<file path="config.mk">
export PLATFORM = sky130hd
export DESIGN_NAME = dmem_mmio_responder_flat
export DESIGN_NICKNAME = d
export VERILOG_FILES = /design/src/rtl/dmem_mmio_responder_if.sv /design/src/rtl/dmem_mmio_responder.sv /design/src/flat_wrapper.sv
export SDC_FILE = /design/constraint.sdc
export NUM_CORES = 1
export LEC_CHECK = 0
export CAP_MARGIN = 20
export CORE_MARGIN = 4
export CORE_UTILIZATION = 35
export DETAILED_ROUTE_END_ITERATION = 16
export HOLD_SLACK_MARGIN = 0.15
export SETUP_SLACK_MARGIN = 0.3
export SLEW_MARGIN = 40
export SYNTH_ARGS = -nofsm -noshare
export SYNTH_HDL_FRONTEND = slang
export SYNTH_SLANG_ARGS = --single-unit
</file>
<file path="constraint.sdc">
create_clock -name clock -period 7.67 [get_ports clock]
set_input_delay 0.767 -clock clock [delete_from_list [all_inputs] [get_ports clock]]
set_output_delay 0.767 -clock clock [all_outputs]
set_load 0.005 [all_outputs]
</file>
<file path="src/rtl/dmem_mmio_responder_if.sv">
// Processor data port, dmem syncram port and output stream of the MMIO responder.
interface dmem_mmio_responder_if;
  // processor side
  logic [11:0] address_dmem;
  logic [31:0] data;
  logic        wren;
  logic [31:0] q_dmem;
  // dmem syncram side
  logic [11:0] mem_address;
  logic [31:0] mem_data;
  logic        mem_wren;
  logic [31:0] mem_q;
  // output FIFO stream
  logic [31:0] out_data;
  logic        out_valid;
  logic        out_ready;
  logic        overflow;

  modport slave (
    input  address_dmem, data, wren, mem_q, out_ready,
    output q_dmem, mem_address, mem_data, mem_wren, out_data, out_valid, overflow
  );

  modport master (
    output address_dmem, data, wren, mem_q, out_ready,
    input  q_dmem, mem_address, mem_data, mem_wren, out_data, out_valid, overflow
  );
endinterface

</file>
<file path="src/rtl/dmem_mmio_responder.sv">
// Data-memory responder: forwards ordinary accesses to dmem and serves a
// 256-word MMIO page (output FIFO, status, cycle counter, drop counter)
// with the same 1-cycle read latency as the syncram.
module dmem_mmio_responder #(
  parameter int unsigned FIFO_DEPTH = 8,
  parameter logic [3:0]  MMIO_PAGE  = 4'hF
) (
  input logic                  clock,
  input logic                  reset,
  dmem_mmio_responder_if.slave bus
);
  localparam int unsigned DW = 32;
  localparam int unsigned PW = $clog2(FIFO_DEPTH);
  localparam int unsigned CW = PW + 1;

  localparam logic [7:0] OFS_PUSH   = 8'h00;
  localparam logic [7:0] OFS_STATUS = 8'h01;
  localparam logic [7:0] OFS_CYCLES = 8'h02;
  localparam logic [7:0] OFS_DROPS  = 8'h03;

  logic          hit_c, mmio_wr_c, full_c, empty_c;
  logic          push_req_c, push_c, pop_c, drop_c;
  logic [7:0]    ofs_c;
  logic [DW-1:0] rd_c;

  logic [DW-1:0] fifo_q [FIFO_DEPTH];
  logic [PW-1:0] rd_ptr_q, rd_ptr_d, wr_ptr_q, wr_ptr_d;
  logic [CW-1:0] count_q, count_d;
  logic [DW-1:0] cycles_q, cycles_d;
  logic [DW-1:0] drops_q, drops_d;
  logic          ovf_q, ovf_d;
  logic          sel_q;
  logic [DW-1:0] rdata_q;

  // Address decode and FIFO handshake; a pop frees a slot for a same-cycle push
  always_comb begin
    hit_c      = (bus.address_dmem[11:8] == MMIO_PAGE);
    ofs_c      = bus.address_dmem[7:0];
    mmio_wr_c  = bus.wren & hit_c;
    full_c     = (count_q == CW'(FIFO_DEPTH));
    empty_c    = (count_q == '0);
    pop_c      = ~empty_c & bus.out_ready;
    push_req_c = mmio_wr_c & (ofs_c == OFS_PUSH);
    push_c     = push_req_c & (~full_c | pop_c);
    drop_c     = push_req_c & ~push_c;
  end

  // dmem passthrough; the MMIO page never writes dmem
  assign bus.mem_address = bus.address_dmem;
  assign bus.mem_data    = bus.data;
  assign bus.mem_wren    = bus.wren & ~hit_c;

  // Register-map read mux, sampled from pre-update state
  always_comb begin
    rd_c = '0;
    unique case (ofs_c)
      OFS_STATUS: rd_c = {16'b0, 8'(count_q), 6'b0, full_c, empty_c};
      OFS_CYCLES: rd_c = cycles_q;
      OFS_DROPS:  rd_c = drops_q;
      default:    rd_c = '0;
    endcase
  end

  // Next-state for pointers, occupancy, counters and overflow flag
  always_comb begin
    rd_ptr_d = rd_ptr_q;
    wr_ptr_d = wr_ptr_q;
    count_d  = count_q + CW'(push_c) - CW'(pop_c);
    cycles_d = cycles_q + 32'd1;
    drops_d  = drops_q;
    ovf_d    = ovf_q;
    if (pop_c)  rd_ptr_d = rd_ptr_q + PW'(1);
    if (push_c) wr_ptr_d = wr_ptr_q + PW'(1);
    if (mmio_wr_c && ofs_c == OFS_CYCLES) cycles_d = bus.data;
    if (mmio_wr_c && ofs_c == OFS_DROPS) drops_d = '0;
    else if (drop_c && drops_q != '1)    drops_d = drops_q + 32'd1;
    if (mmio_wr_c && ofs_c == OFS_STATUS && bus.data[0]) ovf_d = 1'b0;
    if (drop_c) ovf_d = 1'b1;
  end

  // Control and read-path state registers
  always_ff @(posedge clock) begin
    if (reset) begin
      rd_ptr_q <= '0;
      wr_ptr_q <= '0;
      count_q  <= '0;
      cycles_q <= '0;
      drops_q  <= '0;
      ovf_q    <= 1'b0;
      sel_q    <= 1'b1;
      rdata_q  <= '0;
    end else begin
      rd_ptr_q <= rd_ptr_d;
      wr_ptr_q <= wr_ptr_d;
      count_q  <= count_d;
      cycles_q <= cycles_d;
      drops_q  <= drops_d;
      ovf_q    <= ovf_d;
      sel_q    <= hit_c;
      rdata_q  <= rd_c;
    end
  end

  // FIFO storage; cleared on reset so out_data reads 0 afterwards
  always_ff @(posedge clock) begin
    if (reset) begin
      for (int i = 0; i < int'(FIFO_DEPTH); i++) fifo_q[i] <= '0;
    end else if (push_c) begin
      fifo_q[wr_ptr_q] <= bus.data;
    end
  end

  assign bus.q_dmem    = sel_q ? rdata_q : bus.mem_q;
  assign bus.out_data  = fifo_q[rd_ptr_q];
  assign bus.out_valid = ~empty_c;
  assign bus.overflow  = ovf_q;

endmodule
</file>
<file path="src/flat_wrapper.sv">
// flat-port wrapper written by rule: the top's interface ports become plain ports
module dmem_mmio_responder_flat 
#(
  parameter int unsigned FIFO_DEPTH = 8,
  parameter logic [3:0]  MMIO_PAGE  = 4'hF
)
  (clock, reset, bus_address_dmem, bus_data, bus_wren, bus_mem_q, bus_out_ready, bus_q_dmem, bus_mem_address, bus_mem_data, bus_mem_wren, bus_out_data, bus_out_valid, bus_overflow);
  dmem_mmio_responder_if bus_i ();
  input logic clock;
  input logic reset;
  input wire logic [$bits(bus_i.address_dmem)-1:0] bus_address_dmem;
  input wire logic [$bits(bus_i.data)-1:0] bus_data;
  input wire logic [$bits(bus_i.wren)-1:0] bus_wren;
  input wire logic [$bits(bus_i.mem_q)-1:0] bus_mem_q;
  input wire logic [$bits(bus_i.out_ready)-1:0] bus_out_ready;
  output wire logic [$bits(bus_i.q_dmem)-1:0] bus_q_dmem;
  output wire logic [$bits(bus_i.mem_address)-1:0] bus_mem_address;
  output wire logic [$bits(bus_i.mem_data)-1:0] bus_mem_data;
  output wire logic [$bits(bus_i.mem_wren)-1:0] bus_mem_wren;
  output wire logic [$bits(bus_i.out_data)-1:0] bus_out_data;
  output wire logic [$bits(bus_i.out_valid)-1:0] bus_out_valid;
  output wire logic [$bits(bus_i.overflow)-1:0] bus_overflow;
  assign bus_i.address_dmem = bus_address_dmem;
  assign bus_i.data = bus_data;
  assign bus_i.wren = bus_wren;
  assign bus_i.mem_q = bus_mem_q;
  assign bus_i.out_ready = bus_out_ready;
  assign bus_q_dmem = bus_i.q_dmem;
  assign bus_mem_address = bus_i.mem_address;
  assign bus_mem_data = bus_i.mem_data;
  assign bus_mem_wren = bus_i.mem_wren;
  assign bus_out_data = bus_i.out_data;
  assign bus_out_valid = bus_i.out_valid;
  assign bus_overflow = bus_i.overflow;
  dmem_mmio_responder #(.FIFO_DEPTH(FIFO_DEPTH), .MMIO_PAGE(MMIO_PAGE)) u_core (.clock(clock), .reset(reset), .bus(bus_i));
endmodule
</file>
Yosys cells after proc, flatten, opt, wreduce, memory -nomap -nowiden

Memory sizes are Yosys's and may differ from the RTL's. A register that Yosys moved wholly into a read port is not among the register bits.
Cells that the tools add are included.

Register bits: 108
Memory bits (writable): 256
Bits of input ports: 80
Output and inout port bits: 111
Logic and storage cells: 57
Memories: 1

Memory list:

| memory        | depth | bits a word | rd ports | clocked after Yosys merged registers in | wr ports | RTL line                  | text |
|---|---|---|---|---|---|---|---|
| u_core.fifo_q | 8     | 32          | 1        | 1                                       | 8        | dmem_mmio_responder.sv:26 | `logic [DW-1:0] fifo_q [FIFO_DEPTH];` |

Add/subtract/negate cells: 6
Equality and inequality tests: 6
Mux-type cells: 15
Bitwise gates (word level): 11
Reduce and logical (&&, ||, !) cells: 10

Operators by type and width:

| cell                    | number |
|---|---|
| $mux W32                | 3 |
| $pmux W32 S3            | 1 |
| $add A32 B1 Y32 const B | 2 |
| $ne A32 B32 Y1 const B  | 1 |
| $reduce_or A32 Y1       | 1 |
| $eq A8 B2 Y1 const B    | 2 |
| $mux W3                 | 3 |
| $eq A4 B4 Y1 const B    | 2 |
| $eq A8 B1 Y1 const B    | 1 |
| $logic_not A8 Y1        | 1 |
| $mux W1                 | 8 |
| $add A3 B1 Y3 const B   | 2 |
| $and A1 B1 Y1           | 6 |
| $logic_and A1 B1 Y1     | 5 |
| $add A4 B1 Y4           | 1 |
| $logic_not A4 Y1        | 1 |
| $not A1 Y1              | 4 |
| $sub A4 B1 Y4           | 1 |
| $reduce_bool A2 Y1      | 1 |
| $reduce_or A2 Y1        | 1 |
| $or A1 B1 Y1            | 1 |

Depth between registers and ports, before layout

Gate-level depths: netlist (run 1).

Word-level depth: 10
Mapped depth: 11
Gate-level depth less buffers: 11

Least setup slack after synthesis (run 1)

OpenSTA, ideal clock, no wires.

Path type: input to register
Start: in bus_address_dmem[0]
End: mem u_core.fifo_q[1][0], enable pin
Setup time: 375 ps
Data arrival time: 2592 ps
Required time: 7295 ps
Path slack: 4704 ps
Stages: 7
Buffers on the path: 2
Cell sequence: buf_6 > nor3b_1 > and4_2 > clkbuf_2 > nand3_1 > nor4_1 > or2_2

RTL lines:

| item               | RTL line                  | text |
|---|---|---|
| start: declaration | flat_wrapper.sv:11        | `input wire logic [$bits(bus_i.address_dmem)-1:0] bus_address_dmem;` |
| end: declaration   | dmem_mmio_responder.sv:26 |  |

==> metrics.cfg, run 1 <==
[outcome]
status = completed

[timing]
finalCritPeriodShare_pct = 54.9
finalSetupViolCount = 0
rsz0062_at_grt = no
fin_worst_skew_ps = 11.3
drv_slew = 0
setup_tns_ps = 0
tightest_slew_ps = 733
max_freq_ghz = 0.237
hold_viol = 0
final.min_clock_period_ps = 4210
relSlewSlack_pct = 51.1

[placement]
dpl.hpwl_mm = 28.5
portBuffers = 190
gp_congestion = 0.845
dp_cells = 2103

[clock_network]
cts-resized-gates = 0
cts_tree = built
cts.sinks = 367
post-cts-setup-buffer-count = 0
htreeDepth = 2
clkTransAtPathRegs_ps = 60
insertion_delay_ps = 550
ctsLongestPathBuffers = 3
cts_hold_buf = 0
cts_root_buf = clkbuf_16
cts_made_buffers = 40

[drt]
wl_mm = 44.6
ant_nets = 0
drt_iter0_drc = 967
drcViolationCount = 0
dr.pass1.iters = 4
wl_per_cell_um = 20.5
vias = 11000
viasPerCell = 5.04

[synthesis]
syn-cell-area_sq_um = 17300
synth_seq_cells = 367
netlist_instances = 1359
synthFlopType = edfxtp_1
ys_top_cells_by_area = edfxtp_1 45%, dfxtp_1 13%, and2_1 9.6%
synthArstFlopShare_pct = 0
synth_top_cell_by_area = edfxtp_1
synth_top_area_share_pct = 44.5
synth-edff-count = 256
synth.avg_cell_area_sq_um = 12.7
synth_cell_types = 50
ys_seq_area_share_pct = 57.4
ys_warn_count = 0
synth_nets = 1449

[worst_setup_path]
critPathBufInv = 2
crit_type = register to output pin
cp_top_family = buffers and inverters
cp-start-kind = register
path_max_fanout = 36
cp_slowest_cell = dfxtp_4
slowest_delay_ps = 770
worstPathRequired_ps = 6900
critPathCaptureType = output pin
crit_arrival_ps = 3440
cp_cell_sequence = buf_4 -> mux4_2 -> mux2_2 -> clkdlybuf4s50_1

[finish]
nNetsFinal = 1571
drive_above_1_share_pct = 14.7
register_area_sq_um = 9910
mostFrequentLayoutCells = 264 x and2_1, 256 x edfxtp_1, 189 x clkdlybuf4s50_1, 109 x dfxtp_1, 93 x nor2_1
fillers = 4549
synthToLayoutAreaGrowth_pct = 20.2
layout_commonest_cell = and2_1
fin_cells = 2176
num_antenna_cells = 0
multi_input_area_sq_um = 6670
fin_util_pct = 42.5

[floorplanning]
die_x_um = 230
rows = 81
dieHeight_um = 230
pin_count = 191
die-area_sq_um = 52900
core_region_area_sq_um = 48800
initial_utilization_pct = 35.3

[power_and_ir_drop]
p_per_area_nw_per_um2 = 242
total_power_w = 0.00502
ir_drop_v = 0.000118
power_leakage_nw = 6.93

[grt]
track_usage_pct = 16.6
grt_pass1_vias = 11300
grt_pass1_wl_mm = 68.4
antenna_found_initial = 0
grt_max_degree = 65
overflow = 0

[flow_run]
max-cap-violations = 0

[hold_path]
hold_class = register to register

-- worst register-to-register path, stage by stage (launching register included) --
cell and delay (ps):
dfxtp_1 340, inv_1 80, ha_1 190, nor3b_1 160, o21a_1 190, or3_1 460, nor4_4 170, buf_4 370
or2_4 560
-- cell type report --
cell class,count,share of cell area [%]
well taps,664,4.00
multi-input cells,850,32.1
clock buffers,53,5.26
flip-flops and latches,367,47.8
clock inverters,20,0.772
repair buffers,207,9.78
inverters,15,0.271
-- cell families after synthesis --
family,share of synthesized area [%]
AO/OA/AOI/OAI,4.98
XOR/XNOR,1.88
adder cells (fa/ha/maj),0.769
buffers and inverters,4.23
flip-flops,57.4
multiplexers,13.0
AND/OR/NAND/NOR,17.7
-- stage by stage --
stage	worst slack (ps)	hold slack (ps)	area (sq um)
floorplan	4700	453	17300
global placement	3470	474	19500
detailed placement	3530	484	19500
CTS	3310	496	20700
global route	3190	515	20700
finish	3460	502	20700
-- synthesized netlist by cell type, types with 15 or more instances --
master	instances
nand2_1	33
mux2_2	64
buf_4	45
a21oi_1	40
o21ai_0	18
nor2_1	95
mux4_2	64
or3_1	20
xnor2_1	28
edfxtp_1	256
inv_1	15
nor4_1	17
nand3_1	26
clkbuf_1	64
nand4_1	16
a22oi_1	26
dfxtp_1	111
a211oi_1	30
and2_1	264
-- power by group --
group | internal, W | switching (W) | total (W) | leakage [nW]
Sequential | 0.00219 | 0.0000769 | 0.00227 | 3.41
Combinational | 0.000520 | 0.000373 | 0.000894 | 2.91
Clock | 0.00107 | 0.000785 | 0.00186 | 0.608
Total | 0.00379 | 0.00124 | 0.00502 | 6.93
-- routing by layer --
metal,wire length (um),global-route usage [%]
met4,1110,4.76
met1,19500,22.0
met2,22000,28.2
met5,0,0
met3,1950,2.92
-- sequential cells by signal, indices dropped and copies added, names as in the netlist, named ones only --
register	flops
u_core.cycles_q	32
u_core.rd_ptr_q	3
u_core.bus.overflow	1
u_core.fifo_q	256
u_core.wr_ptr_q	3
u_core.drops_q	32
u_core.count_q	4
u_core.rdata_q	32
u_core.sel_q	1
-- final timing paths --
| kind | slack (ps) | cells past startpoint | end | startpoint |
|---|---|---|---|---|
| setup / recovery | 3460 | 4 | bus_out_data[20] | register |
| setup reg to reg | 4780 | 8 | u_core.fifo_q[0][4] | u_core.count_q[2] |
| hold reg to reg | 500 | 2 | u_core.bus.overflow | u_core.bus.overflow |
| hold / removal | 500 | 2 | u_core.bus.overflow | u_core.bus.overflow |
No activity file was read; power rests on OpenSTA's default activity.
==> inputs of run 2 (changes only) <==
- clock period: 7.67 -> 3.8 ns (I/O delays scaled with it)
==> run 2 against run 1 <==
  * Utilization grew 0.29 points
  * Register-to-register slack lost 3600 ps
  * Final area grew 0.69%
  * Critical path depth is the same
  * First-iteration DRC count shrank 9.5%
  * Hold slack lost 190 ps
  * Sequential cell count is the same
  * Wire length grew 1.7%
  * Largest cell class unchanged
==> metrics.cfg, run 2 (same netlist as run 1, synthesis figures left out) <==
[power_and_ir_drop]
power_leakage_nw = 7.01
p_per_area_nw_per_um2 = 479
switching_power_w = 0.00248
p_int_w = 0.00754
swShare_pct = 24.8
seqPwrFrac_pct = 45.5
pwr-share-clk_pct = 35.6
ir_drop_v = 0.000301
power_frac_comb_pct = 18.9

[timing]
setup_tns_ps = 0
tightest_slew_ps = 657
relSlewSlack_pct = 56.0
max_freq_ghz = 0.316
final.min_clock_period_ps = 3170
finalCritPeriodShare_pct = 83.4
fin_worst_skew_ps = 27.2
setup_ws_ps = 631
hold_viol = 0
rsz0062_at_grt = no
drv_slew = 0
finalSetupViolCount = 0

[grt]
overflow = 0
grt_pass1_vias = 11500
grt_pass1_wl_mm = 69.4
antenna_found_initial = 0
track_usage_pct = 16.9
grt_max_degree = 42

[clock_network]
ctsLongestPathBuffers = 3
cts_root_buf = clkbuf_16
cts_made_buffers = 40
post-cts-setup-buffer-count = 0
htreeDepth = 2
cts_hold_buf = 0
cts.sinks = 367
clkTransAtPathRegs_ps = 60
insertion_delay_ps = 540
cts_tree = built
cts-resized-gates = 0

[drt]
drcViolationCount = 0
vias = 11200
viasPerCell = 5.09
ant_nets = 0
dr.pass1.iters = 5
wl_per_cell_um = 20.7
drt_iter0_drc = 875
wl_mm = 45.4

[floorplanning]
pin_count = 191
initial_utilization_pct = 35.3
die-area_sq_um = 52900
rows = 81
core_region_area_sq_um = 48800
die_x_um = 230
dieHeight_um = 230

[worst_setup_path]
crit_type = register to output pin
cp_cell_sequence = buf_4 -> mux4_2 -> mux2_2 -> clkdlybuf4s50_1
cp-start-kind = register
r2r_cells = 7
worstPathRequired_ps = 3420
critPathCaptureType = output pin
crit_arrival_ps = 2790
regToRegEndpoint = u_core.drops_q[28]
crit-reg2reg-launch = u_core.count_q[2]
crit_path_end = bus_out_data[0]
path_max_fanout = 17
cp_slowest_cell = dfxtp_4
reg2reg_slack_ps = 1160
slowest_delay_ps = 570

[finish]
fin_util_pct = 42.8
layout_commonest_cell = and2_1
drive_above_1_share_pct = 15.8
synthToLayoutAreaGrowth_pct = 21.1
final_area_sq_um = 20900
largest_reg_flops = 256
nNetsFinal = 1590
fillers = 4525
mostFrequentLayoutCells = 264 x and2_1, 256 x edfxtp_1, 189 x clkdlybuf4s50_1, 109 x dfxtp_1, 93 x nor2_1
top_register = u_core.fifo_q

[flow_run]
max-cap-violations = 0

[hold_path]
hold_class = input port to register

[outcome]
status = completed

[placement]
preCtsSetupSlack_ps = 566
dpl.hpwl_mm = 29.4
placed_cell_area_sq_um = 19700
gp_congestion = 0.826
portBuffers = 190

-- run 2: worst max-delay path: cells and delay by family (launching register included) --
family                 cells  cell delay (ps)
multiplexers               2              840
buffers and inverters      2              820
flip-flops                 1              570
-- run 2: final cells by class --
cell class | instances | area [sq um] | area share (%)
sequential | 367 | 9910 | 47.5
timing repair buffer | 226 | 2250 | 10.8
clock inverter | 16 | 92.6 | 0.443
antenna | 2 | 5.00 | 0.0240
inverter | 15 | 56.3 | 0.270
tap | 664 | 831 | 3.98
multi-input combinational | 850 | 6650 | 31.8
clock buffer | 55 | 1090 | 5.21
-- run 2: per-layer routing --
layer	track usage, %	share of wire, %	vias to the layer above	wire [um]
met5	0	0	-	0
met4	3.91	2.1	0	947
met2	29.5	50	305	22700
met3	2.60	5.1	58	2330
met1	22.2	43	5577	19400
li1	-	-	5227	-
-- run 2: how the worst min path moves through the flow --
stage | from | end | slack (ps) | depth (start not counted)
CTS | reset | register | 280 | 2
detailed placement | u_core.drops_q[30] | u_core.drops_q[30] | 490 | 2
global placement | u_core.drops_q[30] | u_core.drops_q[30] | 480 | 2
finish | reset | u_core.rd_ptr_q[2] | 310 | 2
global route | reset | register | 310 | 2
floorplan | u_core.bus.overflow | u_core.bus.overflow | 450 | 2
-- run 2: power by group through the flow --
stage / logic (W) / clock network, W / registers [W]
floorplan: 0.00117 / 0 / 0.00455
global placement: 0.00192 / 0 / 0.00464
detailed placement: 0.00194 / 0 / 0.00465
CTS: 0.00194 / 0.00364 / 0.00456
global route: 0.00205 / 0.00381 / 0.00458
finish: 0.00190 / 0.00356 / 0.00456
-- run 2: per-stage QoR --
step                cells  power (W)  hold WS [ps]
floorplan            1359    0.00571           453
global placement     2122    0.00655           479
detailed placement   2122    0.00658           487
CTS                  2193     0.0101           276
global route         2193     0.0104           312
finish               2195     0.0100           308
==> inputs of run 3 (changes only) <==
- clock period: 3.8 -> 3.3 ns (I/O delays scaled with it)
==> run 3 against run 2 <==
  * Combinational power up 27%
  * Global-route usage about the same
  * Die area stayed put
  * Cell count grew 0.14%
  * Clock skew shrank 11 ps
  * Non-clock buffer count increased by 4
  * Wire length rose by 0.58%
  * Largest cell class unchanged
  * Largest power group unchanged
==> metrics.cfg, run 3 (same netlist as run 1, synthesis figures left out) <==
[timing]
final.min_clock_period_ps = 2890
max_freq_ghz = 0.346
fin_worst_skew_ps = 16.4
rsz0062_at_grt = no
setup_tns_ps = 0
hold_viol = 0
finalCritPeriodShare_pct = 87.7
finalSetupViolCount = 0
setup_ws_ps = 406
relSlewSlack_pct = 50.4
drv_slew = 0
tightest_slew_ps = 743

[worst_setup_path]
critPathBufInv = 3
cp_slowest_cell = mux4_2
crit_type = register to output pin
r2r_cells = 7
path_max_fanout = 15
reg2reg_slack_ps = 740
regToRegEndpoint = u_core.drops_q[30]
cp-start-kind = register
cp_cell_sequence = buf_12 -> buf_16 -> mux4_2 -> mux2_2 -> clkdlybuf4s50_1
worst-path-stages = 5
cp_top_family = multiplexers
critPathCaptureType = output pin
worstPathRequired_ps = 2970
crit_arrival_ps = 2560
crit_path_end = bus_out_data[2]
crit-reg2reg-launch = u_core.count_q[2]
slowest_delay_ps = 560

[power_and_ir_drop]
total_power_w = 0.0118
p_per_area_nw_per_um2 = 559
ir_drop_v = 0.000276
power_leakage_nw = 7.07

[grt]
overflow = 0
grt_pass1_vias = 11500
grt_max_degree = 65
antenna_found_initial = 1
grt_pass1_wl_mm = 69.8
track_usage_pct = 16.9

[clock_network]
cts_tree = built
cts_hold_buf = 0
ctsLongestPathBuffers = 3
cts.sinks = 367
cts_made_buffers = 40
cts_root_buf = clkbuf_16
htreeDepth = 2
clkTransAtPathRegs_ps = 60
insertion_delay_ps = 540

[floorplanning]
die-area_sq_um = 52900
initial_utilization_pct = 35.3
rows = 81
pin_count = 191
core_region_area_sq_um = 48800
die_x_um = 230
dieHeight_um = 230

[placement]
dp_cells = 2120
gp_congestion = 0.834
dpl.hpwl_mm = 28.9
preCtsSetupSlack_ps = 329
portBuffers = 190

[finish]
fin_util_pct = 43.1
fin_cells = 2198
largest_reg_flops = 256
synthToLayoutAreaGrowth_pct = 22.1
mostFrequentLayoutCells = 264 x and2_1, 256 x edfxtp_1, 189 x clkdlybuf4s50_1, 109 x dfxtp_1, 93 x nor2_1
layout_commonest_cell = and2_1
drive_above_1_share_pct = 16.2
top_register = u_core.fifo_q
nNetsFinal = 1594

[drt]
drcViolationCount = 0
ant_nets = 0
viasPerCell = 5.04
vias = 11100
wl_per_cell_um = 20.8
wl_mm = 45.6
dr.pass1.iters = 5
drt_iter0_drc = 892

[outcome]
status = completed

[hold_path]
hold_class = input port to register

[flow_run]
max-cap-violations = 0

[run 3: cell count changes in the layout (fill, tap and decap cells not counted), moves of 2 or more]
| cell | delta |
|---|---|
| buf_12 | +3 |
| clkbuf_1 | -2 |
| clkinvlp_4 | +2 |
| clkbuf_8 | +2 |
| clkinv_1 | -2 |
| buf_4 | -3 |
| buf_16 | +3 |
[run 3: where the power goes]
part | switching, W | internal (W) | total [W]
clock network | 0.00181 | 0.00236 | 0.00417
registers | 0.0000913 | 0.00510 | 0.00519
logic | 0.00102 | 0.00140 | 0.00242
[run 3: worst min-delay path by stage]
stage	cells past startpoint	endpoint	start
3_5_place_dp	2	u_core.wr_ptr_q[0]	u_core.wr_ptr_q[0]
4_1_cts	2	register	reset
6_report	2	register	reset
2_1_floorplan	2	u_core.bus.overflow	u_core.bus.overflow
5_1_grt	2	register	reset
3_3_place_gp	2	u_core.wr_ptr_q[0]	u_core.wr_ptr_q[0]
[run 3: stage by stage]
stage	instance area [sq um]	hold WS, ps
detailed placement	19700	481
floorplan	17300	453
finish	21100	172
CTS	21000	153
global placement	19700	481
global route	21100	174
[run 3: layout make-up]
| class | instances | area, sq um |
|---|---|---|
| Clock inverter | 16 | 103 |
| Timing Repair Buffer | 230 | 2400 |
| Tap cell | 664 | 831 |
| Inverter | 15 | 56.3 |
| Fill cell | 4501 | 27800 |
| Antenna cell | 1 | 2.50 |
| Sequential cell | 367 | 9910 |
| Clock buffer | 55 | 1110 |
| Multi-Input combinational cell | 850 | 6650 |
[run 3: routing by layer]
metal / vias up / global-route usage, % / wire, um
met3: 62 / 2.66 / 2150
li1: 5228 / - / -
met4: 0 / 4.69 / 924
met1: 5498 / 22.3 / 19600
met5: - / 0 / 0
met2: 292 / 29.1 / 23000
[run 3: timing repair]
item | 4_1_cts | 5_1_grt
gates resized for setup | 1 | 2
gates cloned | 1 | 1
setup endpoints to repair | 30 | 17
setup buffers | 2 | 2
hold endpoints to repair | 0 | 0
pin swaps | 0 | 0
